## config.mk

```make
export PLATFORM = sky130hd
export DESIGN_NAME = imm_gen_pipe
export DESIGN_NICKNAME = d
export VERILOG_FILES = /design/src/rtl/imm_pkg.sv /design/src/rtl/imm_skid_fifo.sv /design/src/rtl/imm_gen_pipe.sv
export SDC_FILE = /design/constraint.sdc
export NUM_CORES = 1
export LEC_CHECK = 0
export ABC_AREA = 1
export BUFFER_PORTS_ARGS = -buffer_cell sky130_fd_sc_hd__buf_2
export CAP_MARGIN = 0
export CELL_PAD_IN_SITES_DETAIL_PLACEMENT = 2
export CELL_PAD_IN_SITES_GLOBAL_PLACEMENT = 2
export CORE_MARGIN = 4
export CORE_UTILIZATION = 35
export DETAILED_ROUTE_END_ITERATION = 7
export GPL_TIMING_DRIVEN = 0
export PLACE_DENSITY = 0.89
export SLEW_MARGIN = 20
export SYNTH_ARGS = -nofsm -noshare
export SYNTH_HDL_FRONTEND = slang
export SYNTH_HIERARCHICAL = 1
export SYNTH_SLANG_ARGS = --single-unit
```

## constraint.sdc

```tcl
create_clock -name clk -period 2.9 [get_ports clk]
set_input_delay 0.29 -clock clk [delete_from_list [all_inputs] [get_ports clk]]
set_output_delay 0.29 -clock clk [all_outputs]
set_load 0.05 [all_outputs]
```

## src/rtl/imm_pkg.sv

```systemverilog
// -----------------------------------------------------------------------------
// imm_pkg
// Shared definitions for the RV immediate generator pipeline:
//   - major opcode constants that carry an immediate
//   - the format code enum reported on out_fmt
//   - the FIFO entry struct {imm, fmt, illegal, tag}
//   - helper functions for opcode classification and immediate assembly
// The entry struct is sized for the widest supported configuration
// (64-bit immediate, up to 32-bit tag). Instances narrow it to their own
// XLEN/TAG_W before buffering.
// -----------------------------------------------------------------------------
package imm_pkg;

    localparam logic [6:0] OPC_OP_IMM = 7'b0010011;
    localparam logic [6:0] OPC_LOAD   = 7'b0000011;
    localparam logic [6:0] OPC_JALR   = 7'b1100111;
    localparam logic [6:0] OPC_STORE  = 7'b0100011;
    localparam logic [6:0] OPC_BRANCH = 7'b1100011;
    localparam logic [6:0] OPC_LUI    = 7'b0110111;
    localparam logic [6:0] OPC_AUIPC  = 7'b0010111;
    localparam logic [6:0] OPC_JAL    = 7'b1101111;

    localparam int IMM_MAX_W = 64;
    localparam int TAG_MAX_W = 32;

    typedef enum logic [2:0] {
        FMT_I    = 3'd0,
        FMT_S    = 3'd1,
        FMT_B    = 3'd2,
        FMT_U    = 3'd3,
        FMT_J    = 3'd4,
        FMT_NONE = 3'd7
    } imm_fmt_e;

    typedef struct packed {
        logic [IMM_MAX_W-1:0] imm;
        imm_fmt_e             fmt;
        logic                 illegal;
        logic [TAG_MAX_W-1:0] tag;
    } imm_entry_t;

    // Maps the major opcode to its immediate format; anything not listed is
    // reported as having no immediate (and therefore illegal for this block).
    function automatic imm_fmt_e opcodeToFmt(input logic [6:0] opcode);
        imm_fmt_e fmt;
        case (opcode)
            OPC_OP_IMM, OPC_LOAD, OPC_JALR: fmt = FMT_I;
            OPC_STORE:                      fmt = FMT_S;
            OPC_BRANCH:                     fmt = FMT_B;
            OPC_LUI, OPC_AUIPC:             fmt = FMT_U;
            OPC_JAL:                        fmt = FMT_J;
            default:                        fmt = FMT_NONE;
        endcase
        return fmt;
    endfunction

    // Assembles the 64-bit sign-extended immediate. Only instruction bits
    // [31:7] carry immediate fields, so the opcode bits are not passed in.
    // Narrower XLEN simply keeps the low bits, which is still a correct
    // sign extension from bit 31.
    function automatic logic [IMM_MAX_W-1:0] buildImm(input logic [31:7] instrHi,
                                                      input imm_fmt_e    fmt);
        logic [IMM_MAX_W-1:0] imm;
        imm = '0;
        case (fmt)
            FMT_I: imm = {{53{instrHi[31]}}, instrHi[30:20]};
            FMT_S: imm = {{53{instrHi[31]}}, instrHi[30:25], instrHi[11:7]};
            FMT_B: imm = {{52{instrHi[31]}}, instrHi[7], instrHi[30:25],
                          instrHi[11:8], 1'b0};
            FMT_U: imm = {{33{instrHi[31]}}, instrHi[30:12], 12'b0};
            FMT_J: imm = {{44{instrHi[31]}}, instrHi[19:12], instrHi[20],
                          instrHi[30:21], 1'b0};
            default: imm = '0;
        endcase
        return imm;
    endfunction

endpackage

```

## src/rtl/imm_skid_fifo.sv

```systemverilog
// -----------------------------------------------------------------------------
// imm_skid_fifo
// Two-entry valid/ready FIFO with a generic payload.
//   clk          : clock, all state on rising edge
//   rst_n        : synchronous active-low reset, empties the FIFO
//   i_in_valid   : producer offers i_in_data
//   o_in_ready   : FIFO can take an entry (registered occupancy only, held
//                  low while reset is asserted)
//   i_in_data    : payload to store
//   o_out_valid  : head entry is presented on o_out_data
//   i_out_ready  : consumer takes the head entry
//   o_out_data   : head entry, stable until consumed
// -----------------------------------------------------------------------------
module imm_skid_fifo #(
    parameter int DATA_W = 8
) (
    input  logic              clk,
    input  logic              rst_n,
    input  logic              i_in_valid,
    output logic              o_in_ready,
    input  logic [DATA_W-1:0] i_in_data,
    output logic              o_out_valid,
    input  logic              i_out_ready,
    output logic [DATA_W-1:0] o_out_data
);

    logic [DATA_W-1:0] r_mem [2];
    logic              r_wrPtr;
    logic              r_rdPtr;
    logic [1:0]        r_count;
    logic              w_push;
    logic              w_pop;

    // Ready is a function of stored occupancy only, so a stalled consumer
    // never creates a combinational path back to the producer.
    assign o_in_ready  = rst_n && (r_count != 2'd2);
    assign o_out_valid = (r_count != 2'd0);
    assign o_out_data  = r_mem[r_rdPtr];

    assign w_push = i_in_valid & o_in_ready;
    assign w_pop  = o_out_valid & i_out_ready;

    // Storage, pointers and occupancy. Storage is cleared on reset so the
    // head reads as all-zero until the first entry arrives. A push and pop
    // in the same cycle at occupancy 1 hands the new entry straight to head.
    always_ff @(posedge clk) begin
        if (!rst_n) begin
            r_mem[0] <= '0;
            r_mem[1] <= '0;
            r_wrPtr  <= 1'b0;
            r_rdPtr  <= 1'b0;
            r_count  <= 2'd0;
        end else begin
            if (w_push) begin
                r_mem[r_wrPtr] <= i_in_data;
                r_wrPtr        <= ~r_wrPtr;
            end
            if (w_pop) begin
                r_rdPtr <= ~r_rdPtr;
            end
            if (w_push && !w_pop) begin
                r_count <= r_count + 2'd1;
            end else if (w_pop && !w_push) begin
                r_count <= r_count - 2'd1;
            end
        end
    end

endmodule

```

## src/rtl/imm_gen_pipe.sv

```systemverilog
// -----------------------------------------------------------------------------
// imm_gen_pipe
// Decodes the immediate of an RV instruction and buffers the result in a
// 2-entry FIFO together with a sideband tag.
//   clk, rst_n   : clock and synchronous active-low reset
//   in_valid/in_ready, in_instr, in_tag     : instruction input handshake
//   out_valid/out_ready, out_imm, out_fmt,
//   out_illegal, out_tag                    : decoded result handshake
//   err_count    : saturating count of accepted illegal opcodes
// Parameters: XLEN (32 or 64), TAG_W (1..32), CNT_W.
// -----------------------------------------------------------------------------
module imm_gen_pipe
    import imm_pkg::*;
#(
    parameter int XLEN  = 32,
    parameter int TAG_W = 8,
    parameter int CNT_W = 16
) (
    input  logic             clk,
    input  logic             rst_n,
    input  logic             in_valid,
    output logic             in_ready,
    input  logic [31:0]      in_instr,
    input  logic [TAG_W-1:0] in_tag,
    output logic             out_valid,
    input  logic             out_ready,
    output logic [XLEN-1:0]  out_imm,
    output logic [2:0]       out_fmt,
    output logic             out_illegal,
    output logic [TAG_W-1:0] out_tag,
    output logic [CNT_W-1:0] err_count
);

    localparam int PAY_W = XLEN + 3 + 1 + TAG_W;

    imm_fmt_e         w_fmt;
    imm_entry_t       w_entry;
    logic [PAY_W-1:0] w_pushData;
    logic [PAY_W-1:0] w_popData;
    logic             w_inFire;
    logic [CNT_W-1:0] r_errCount;

    assign w_fmt = opcodeToFmt(in_instr[6:0]);

    // Combinational decode of the offered instruction into a full-width
    // entry; illegal opcodes get a zero immediate from buildImm's default.
    always_comb begin
        w_entry         = '0;
        w_entry.imm     = buildImm(in_instr[31:7], w_fmt);
        w_entry.fmt     = w_fmt;
        w_entry.illegal = (w_fmt == FMT_NONE);
        w_entry.tag     = TAG_MAX_W'(in_tag);
    end

    // Only the bits this instance actually presents are buffered.
    assign w_pushData = {w_entry.imm[XLEN-1:0], w_entry.fmt,
                         w_entry.illegal, w_entry.tag[TAG_W-1:0]};

    generate
        if (XLEN < IMM_MAX_W) begin : g_immTrim
            logic [IMM_MAX_W-XLEN-1:0] w_unusedImmHi;
            assign w_unusedImmHi = w_entry.imm[IMM_MAX_W-1:XLEN];
        end
        if (TAG_W < TAG_MAX_W) begin : g_tagTrim
            logic [TAG_MAX_W-TAG_W-1:0] w_unusedTagHi;
            assign w_unusedTagHi = w_entry.tag[TAG_MAX_W-1:TAG_W];
        end
    endgenerate

    imm_skid_fifo #(
        .DATA_W (PAY_W)
    ) u_fifo (
        .clk         (clk),
        .rst_n       (rst_n),
        .i_in_valid  (in_valid),
        .o_in_ready  (in_ready),
        .i_in_data   (w_pushData),
        .o_out_valid (out_valid),
        .i_out_ready (out_ready),
        .o_out_data  (w_popData)
    );

    assign out_imm     = w_popData[PAY_W-1 -: XLEN];
    assign out_fmt     = w_popData[TAG_W+1 +: 3];
    assign out_illegal = w_popData[TAG_W];
    assign out_tag     = w_popData[TAG_W-1:0];

    assign w_inFire = in_valid & in_ready;

    // Counts accepted illegal opcodes and sticks at all-ones instead of
    // wrapping, so a large count is never mistaken for a small one.
    always_ff @(posedge clk) begin
        if (!rst_n) begin
            r_errCount <= '0;
        end else if (w_inFire && w_entry.illegal &&
                     (r_errCount != {CNT_W{1'b1}})) begin
            r_errCount <= r_errCount + 1'b1;
        end
    end

    assign err_count = r_errCount;

endmodule

```

==> metrics.txt <==
clock slew at reported path FFs=0.08 ns; final wirelength=18.8 mm; setup slack, reg-to-reg=0.87 ns; Initial Utilization=0.357; crit-path cells=buf_2 > buf_2 > mux2_2 > buf_2; Resized Gates After CTS=0; final hold viol count=0; Clock Latency Late Sink=0.37 ns; Hold Path Depth=3; relative slew slack=0.539; leak pwr=2.90 nW; residual DRC count=0; CTS tree=built; CP Launch Type=flop; setup TNS=0 ns; most frequent cells after synthesis=inv_1, edfxtp_1, nand2_1; largest net degree at the start of global routing=46; Total Power=4.26 mW; critical path fanouts, max=10; VDD IR-drop max=0.318 mV; CTS hold repair buffers=0; hold wc startpoint=rst_n; post-route ant nets=0; YS warnings=6; die area=19100 sq um; Worst-Margin Slew=0.691 ns; Slew Limit Fails=0; EDFF count, synth=88; ys flop type=edfxtp_1; Final min period=2.15 ns; RR Endpoint=u_fifo/r_mem[0][7]; Antenna Cells=0; Syn Nets=638; Final Skew=0.0102 ns; synthesis-stage register bit count=109; WL per Instance=20.1 um; Chip Height=138 um; crit path kind=flop to output port; Num CTS Buffers=9; Starting DRT DRC Count=204; fmax=466 MHz; RR Startpoint=u_fifo/r_count[0]; Worst Hold End=err_count[1]; Critical path buffers and inverters=3; DRT Pass-1 Iters=5; average size of a mapped cell=10.0 sq um; R2R depth=8; Nets=755; Area Overhead vs Synth=18.9%; crit share post-route=0.740; Most common cell on crit path=buf_2; DP Wirelength=13.7 mm; Via Count=4646; vias per inst=4.97; Netlist cell types=39; clock sinks=109; mapped cell area=5920 sq um; Crit. End Element=output port; fillcell total=1828; vias in the first global route=5204; CP max-delay cell=mux2_2; Worst EP arrival=1.86 ns; Worst Path Required=2.61 ns; post-synth top area share=0.447; Yosys top cell by area=edfxtp_1; layout cells sized above 1=0.406; global route overflow=0; most frequent cell after synthesis=inv_1; global-route wire length before repair=29.7 mm; Core Region=16600 sq um; htree depth=3; register area share after synthesis=0.518; Synth area leaders=edfxtp_1, mux2_2, dfxtp_1; Port Buf Inserts=105; WHS=0.209 ns; GRT Overall Usage=0.198; CTS root buffer=clkbuf_16; Final Setup Violations=0; Ports=106; Pwr Density=606 nW/um^2; Worst path max stage delay=0.41 ns; chip width=138 um; initial antenna violation count=0; worst min path class=input port to flop; ys async rst share=0; site row count=47; Synth Instances=592; Max-Cap Viols=0; status=completed; RSZ-0062 raised after global routing=false; maximum clock path buffer count=2; gpl congestion=0.826; post-CTS setup repair buffer count=0; CP delay by family, top=buffers and inverters
power breakdown:
| part | switching (mW) | internal (mW) |
|---|---|---|
| sequential | 0.0476 | 1.80 |
| clock | 0.644 | 0.607 |
| combinational | 0.845 | 0.318 |
cell families after synthesis:
family / after synthesis / synth area share
AOI/OAI and AO/OA: 41 / 0.0499
xor gates and xnor gates: 5 / 0.00740
adders and majority gates: 2 / 0.00423
buffers and inverters: 120 / 0.0915
DFF: 109 / 0.518
muxes: 44 / 0.0837
and+or+nand+nor: 271 / 0.246
flip-flops by register name, indices dropped and copies added (netlist names), named ones only:
register and cells:
err_count 16, u_fifo/r_count 2, u_fifo/r_mem 88, u_fifo/r_rdPtr 1
u_fifo/r_wrPtr 1
worst max path at each step:
stage | from | slack, ns | to | depth (start not counted)
floorplan | rst_n | 0.29 | err_count[5] | 7
global placement | rst_n | -0.20 | u_fifo/r_mem[0][7] | 7
detailed placement | rst_n | 0.64 | u_fifo/r_mem[0][27] | 8
CTS | flop | 0.74 | out_imm[4] | 4
global route | flop | 0.68 | out_imm[4] | 4
finish | flop | 0.75 | out_imm[4] | 4
through the flow:
stage	worst slack (ns)	utilization	std cells	area [sq um]
final	0.754	0.424	934	7040
after global routing	0.676	0.424	934	7040
after CTS	0.738	0.424	934	7040
after detailed placement	0.645	0.407	918	6750
after global placement	-0.200	0.405	917	6720
after floorplan	0.286	-	592	5920
placed cells by master, fill, tap and decap left out, types with 2 or more instances in the layout:
| cell | n |
|---|---|
| nand4_1 | 21 |
| buf_6 | 5 |
| nor2_4 | 14 |
| nand2_2 | 19 |
| edfxtp_1 | 88 |
| nor2_1 | 74 |
| mux2_2 | 44 |
| nor3_1 | 7 |
| nand2_1 | 78 |
| nand3_1 | 14 |
| inv_1 | 89 |
| nor2_2 | 32 |
| a21oi_2 | 10 |
| dfxtp_1 | 21 |
| o21ai_0 | 5 |
| o21a_1 | 2 |
| buf_12 | 2 |
| ha_1 | 2 |
| o21ai_2 | 10 |
| buf_2 | 114 |
| nand3_4 | 2 |
| o22ai_1 | 6 |
| xor2_1 | 5 |
| inv_4 | 2 |
| clkbuf_16 | 9 |
| inv_2 | 7 |
| clkbuf_1 | 2 |
| inv_8 | 2 |
| nand4_4 | 2 |
| nand2_4 | 4 |
| buf_4 | 2 |
| a21oi_1 | 6 |
| inv_6 | 4 |
layout make-up:
class / instances / area (sq um) / share of cell area
buffer: 21 / 164 / 0.0233
tap: 220 / 275 / 0.0391
inverter: 99 / 378 / 0.0537
timing repair buffer: 106 / 546 / 0.0775
clock buffer: 9 / 225 / 0.0320
multi-input combinational: 363 / 2320 / 0.330
clock inverter: 7 / 61.3 / 0.00871
sequential: 109 / 3060 / 0.435
routing by layer:
metal  part of all wire  GRT usage  vias to the layer above  routed length, um
met2               0.54      0.371                      109              10200
met4              0.014     0.0567                        0                264
met5                  0          0                        -                  0
met3              0.031     0.0304                       18                581
met1               0.41      0.232                     2346               7730
li1                   -          -                     2173                  -
tightest hold or removal path: stages:
cell     delay [ns]
buf_2          0.12
o21ai_0        0.08
nor2_1         0.04
(Power assumes the default switching activity.)
